File: src/rtl/audio_codec_if.sv
// audio_codec_if: left-justified 16-bit master serial link (BCLK/LRCK gen, DAC serialiser, ADC capture)
module audio_codec_if #(
  parameter int BCLK_DIV = 4
) (
  input  logic        audio_clk,
  input  logic        reset,
  input  logic [15:0] audio_output,
  output logic [15:0] audio_input,
  output logic        sample_req,
  output logic        sample_end,
  output logic        aud_bclk,
  output logic        aud_daclrck,
  output logic        aud_adclrck,
  output logic        aud_dacdat,
  input  logic        aud_adcdat
);
  localparam int DW = BCLK_DIV > 1 ? $clog2(BCLK_DIV) : 1;
  logic [DW-1:0] div_cnt;
  logic [4:0] bit_cnt, bit_nxt;
  logic [15:0] dac_hold, dac_shift;
  logic [14:0] adc_shift;
  logic tick, rise, fall, cap_d;
  assign tick = div_cnt == DW'(BCLK_DIV - 1);
  assign rise = tick & ~aud_bclk;
  assign fall = tick & aud_bclk;
  assign bit_nxt = bit_cnt + 5'd1;
  assign aud_adclrck = aud_daclrck;
  always_ff @(posedge audio_clk) begin
    if (reset) begin
      div_cnt <= '0;
      bit_cnt <= '0;
      aud_bclk <= 1'b0;
      aud_daclrck <= 1'b0;
      aud_dacdat <= 1'b0;
      dac_hold <= '0;
      dac_shift <= '0;
      adc_shift <= '0;
      audio_input <= '0;
      sample_req <= 1'b0;
      sample_end <= 1'b0;
      cap_d <= 1'b0;
    end else begin
      div_cnt <= tick ? '0 : div_cnt + DW'(1);
      if (tick) aud_bclk <= ~aud_bclk;
      sample_req <= fall && bit_nxt == 5'd31;
      cap_d <= rise && bit_cnt == 5'd15;
      sample_end <= cap_d;
      if (fall) begin
        bit_cnt <= bit_nxt;
        aud_daclrck <= bit_nxt[4];
        if (bit_nxt == 5'd0) begin
          dac_hold <= audio_output;
          aud_dacdat <= audio_output[15];
          dac_shift <= {audio_output[14:0], 1'b0};
        end else if (bit_nxt == 5'd16) begin
          aud_dacdat <= dac_hold[15];
          dac_shift <= {dac_hold[14:0], 1'b0};
        end else begin
          aud_dacdat <= dac_shift[15];
          dac_shift <= {dac_shift[14:0], 1'b0};
        end
      end
      // only the left slot is captured; right-channel bits never reach the shifter
      if (rise && !bit_cnt[4]) begin
        adc_shift <= {adc_shift[13:0], aud_adcdat};
        if (bit_cnt == 5'd15) audio_input <= {adc_shift, aud_adcdat};
      end
    end
  end
endmodule

File: config.mk
export PLATFORM = sky130hd
export DESIGN_NAME = audio_codec_if
export DESIGN_NICKNAME = d
export VERILOG_FILES = /design/src/rtl/audio_codec_if.sv
export SDC_FILE = /design/constraint.sdc
export NUM_CORES = 1
export LEC_CHECK = 0
export BUFFER_PORTS_ARGS = -buffer_cell sky130_fd_sc_hd__clkbuf_2
export CAP_MARGIN = 20
export CORE_AREA = 4 4 94 78
export CTS_CLUSTER_SIZE = 16
export DETAILED_ROUTE_END_ITERATION = 16
export DIE_AREA = 0 0 98 82
export GPL_TIMING_DRIVEN = 0
export PLACE_DENSITY = 0.72
export SYNTH_ARGS = -nofsm -noshare
export SYNTH_HDL_FRONTEND = slang
export SYNTH_SLANG_ARGS = --single-unit
export TNS_END_PERCENT = 1
File: constraint.sdc
create_clock -name audio_clk -period 2.4 [get_ports audio_clk]
set_clock_uncertainty 0.2 [all_clocks]
set_input_delay 0.48 -clock audio_clk [delete_from_list [all_inputs] [get_ports audio_clk]]
set_output_delay 0.48 -clock audio_clk [all_outputs]
set_load 0.005 [all_outputs]
==> metrics.md <==
| Metric | Value |
|---|---|
| HPWL Detailed | about 5.2 mm |
| CTS Buffer Depth | 2 |
| Max-Cap Viols | 0 |
| Crit path required time | 2.46 ns |
| Final period utilization | 96.97% |
| Core Region | 6344 sq um |
| Combinational Power Share | about 3.7% |
| Die area | about 8000 sq um |
| I/O Pins | 41 |
| Tot Pwr | roughly 2.5 mW |
| Most frequent cells in the layout | nand2_1 (82), dfxtp_1 (72), clkbuf_2 (44) |
| RSZ-0062 raised after global routing | no |
| Clock Power Share | 46.8% |
| Final Slew Violations | 0 |
| Status | finished, final reports clean |
| Nets | about 440 |
| Row cnt | 26 |
| # port buffers | 39 |
| Iteration-0 DRC Markers | around 210 |
| Die width | 98 um |
| Clk_lat worst skew | 0.35 ns |
| Syn Std Cell Area | 3117 sq um |
| Clk slew on worst S/H paths | 0.08 ns |
| Vias | 2735 |
| Area post-placement | 3426 sq um |
| Int Pwr | roughly 2.0 mW |
| Max VDD drop | 0.3716 mV |
| Net Sw Power | approximately 540 uW |
| DR DRC count | 0 |
| Final setup fails | 0 |
| Crit path kind | flip-flop to flip-flop |
| Initial core utilization | 49.13% |
| GRT Util Overall | 19.56% |
| GPL Wtd Cong | 0.7861 |
| Critical path arrival | 2.39 ns |
| Antenna violations before repair | 0 |
| Final min period | roughly 2.3 ns |
| Clock Sinks | 74 |
| Routed Antenna Nets | 0 |
| DR WL/cell | 14.92 um |
| Largest net degree at the start of global routing | 14 |
| Sequential power share | between 40 and 50% |
| Worst Tran Pin Value | 0.5800 ns |
| Antenna Cells | 0 |
| Synthesis-stage register bit count | 74 |
| Pleak | roughly 1.3 nW |
| Post-synthesis sequential area ratio | 47.53% |
| Vias in the first global route | about 2600 |
| Startpoint types | flip-flop |
| Commonest non-fill, non-tap cell in the layout | nand2_1 |
| CTS tree | done |
| Syn Nets | slightly below 400 |
| Final wirelength | 7.503 mm |
| Vias per inst | 5.437 |
| Slew HR | 61.33% |
| Slowest-stage cell, CP | dfxtp_2 |
| F_max | 429.7 MHz |
| Final core utilization | roughly 59% |
| Layout cell share with drive strength beyond 1 | 19.57% |
| HP Class | input port to flip-flop |
| CP peak stage delay | ~0.38 ns |
| Power Dens Cells | 672.6 nW/um^2 |
| Die Span Y | between 80 and 90 um |
| Root buffer cell | clkbuf_8 |
| Placed Cells incl. Taps | about 490 |
| CTS H-tree depth | 3 |
| Critical path fanouts, max | 10 |
| Non-filler instance count after layout | 503 |
| Gr ovfl total | 0 |
| DRT Pass-1 Iters | 4 |
| Library cells used by synthesis | 39 |
| Syn Area/Cell | 8.539 sq um |
| Mapped Cells | around 370 |
| First-pass GRT wire length | 12.54 mm |
| Final instance area | 3719 sq um |
| TritonCTS buffer count | 9 |
| Crit end category | flip-flop |
| Area grow syn2layout | 19.31% |
| Cell Chain, Critical Path | ha_4 -> and3_1 -> ha_4 -> nand3_1 -> buf_4 -> nor3_2 -> a31oi_2 -> buf_4 -> o221ai_1 |
| Switching Fraction | 21.76% |
| Synth Warn # | 0 |
| Final Hold Vio Count | 0 |
[what timing repair did]
action / CTS / global route
resized for setup: 10 / 11
hold buffers: 0 / 0
setup buffers: 1 / 0
setup endpoints to repair: 33 / 32
[power by group through the flow]
stage               Clock, mW  Combinational (mW)  Sequential [mW]
floorplan                   0              0.0521             1.27
global placement            0              0.0871             1.27
detailed placement          0              0.0897             1.27
CTS                      1.19              0.0910             1.24
global route             1.24               0.104             1.24
finish                   1.17              0.0930             1.24
[synthesized netlist by cell type]
master	instances	area share, %
a21oi_1	40	6.4
o21ai_0	16	2.6
nand4_1	1	0.20
o211ai_1	8	1.9
nor3_1	3	0.48
xor2_1	1	0.28
dfxtp_1	74	48
clkbuf_2	1	0.16
a211oi_1	2	0.48
xnor2_1	3	0.84
nor2_1	7	0.84
ha_1	5	2.0
o221ai_1	7	2.0
mux2_2	1	0.36
a31oi_1	1	0.20
nor2b_1	16	3.2
nand4b_1	8	2.2
o41ai_4	1	0.88
nand2_1	82	9.9
clkbuf_1	20	2.4
nand2b_1	9	1.8
and2_0	2	0.40
nor2_2	1	0.20
nor3b_2	1	0.40
buf_6	1	0.36
inv_1	11	1.3
or4b_1	1	0.32
and3b_1	1	0.28
o41a_1	1	0.36
nor4bb_1	1	0.32
buf_2	4	0.64
and3_1	2	0.40
mux2i_1	15	4.8
a21boi_1	1	0.24
buf_4	2	0.48
nor4b_1	1	0.28
o31a_1	1	0.28
nand3_1	12	1.9
nor3b_1	1	0.24
[final timing paths]
kind	startpoint	end	slack, ns	cells after the start
max	bit_cnt[0]	dac_shift[4]	0.07	9
min reg2reg	div_cnt[0]	div_cnt[0]	0.23	1
min	aud_adcdat	audio_input[0]	0.17	3
max reg2reg	bit_cnt[0]	dac_shift[4]	0.07	9
[per-layer routing]
| metal | vias to the layer above | GRT usage [%] | part of all wire (%) |
|---|---|---|---|
| met5 | - | 0 | 0 |
| met4 | 0 | 6.086 | 0.91 |
| met2 | 77 | 31.86 | 45 |
| li1 | 1342 | - | - |
| met1 | 1306 | 25.63 | 48 |
| met3 | 10 | 5.178 | 5.2 |
[worst max-delay path: cells and delay by family (launching register included)]
family / cells / cell delay (ns)
compound gates: 2 / 0.25
simple gates: 3 / 0.49
buf+inv: 2 / 0.37
flops: 1 / 0.38
fa+ha+maj: 2 / 0.54
[layout make-up]
cell class	count	area [sq um]
fill	559	2625
multi-input combinational	252	1514
sequential	74	1484
timing repair buffer	40	202.7
buffer	26	131.4
clock buffer	9	123.9
clock inverter	7	116.4
tap	84	105.1
inverter	11	41.29
[kinds of logic (layout without fill, tap and decap cells)]
kind of cell    count (synthesis)  in the layout  share of synthesized area [%]
fa+ha+maj                       5              5                          2.007
buf+inv                        39             93                          5.379
flops                          74             74                          47.53
mux                            16             16                          5.178
compound gates                 78             78                          15.34
simple gates                  149            149                          23.45
xor+xnor                        4              4                          1.124
[state kept, by name (all words and copies together) (netlist names)]
signal	flops
adc_shift	15
aud_adclrck	1
aud_bclk	1
aud_dacdat	1
audio_input	16
bit_cnt	4
cap_d	1
dac_hold	16
dac_shift	15
div_cnt	2
sample_end	1
sample_req	1
[through the flow]
stage / hold WS, ns / worst slack [ns] / setup TNS [ns]
after detailed placement: 0.2271 / -0.5290 / -12.46
final: 0.1692 / 0.07269 / 0
after floorplan: 0.2043 / -0.003401 / -0.003401
after global routing: 0.1749 / 0.003334 / 0
after CTS: 0.1587 / 0.04771 / 0
after global placement: 0.2124 / -0.4813 / -11.04
No activity file was read; power rests on OpenSTA's default activity.
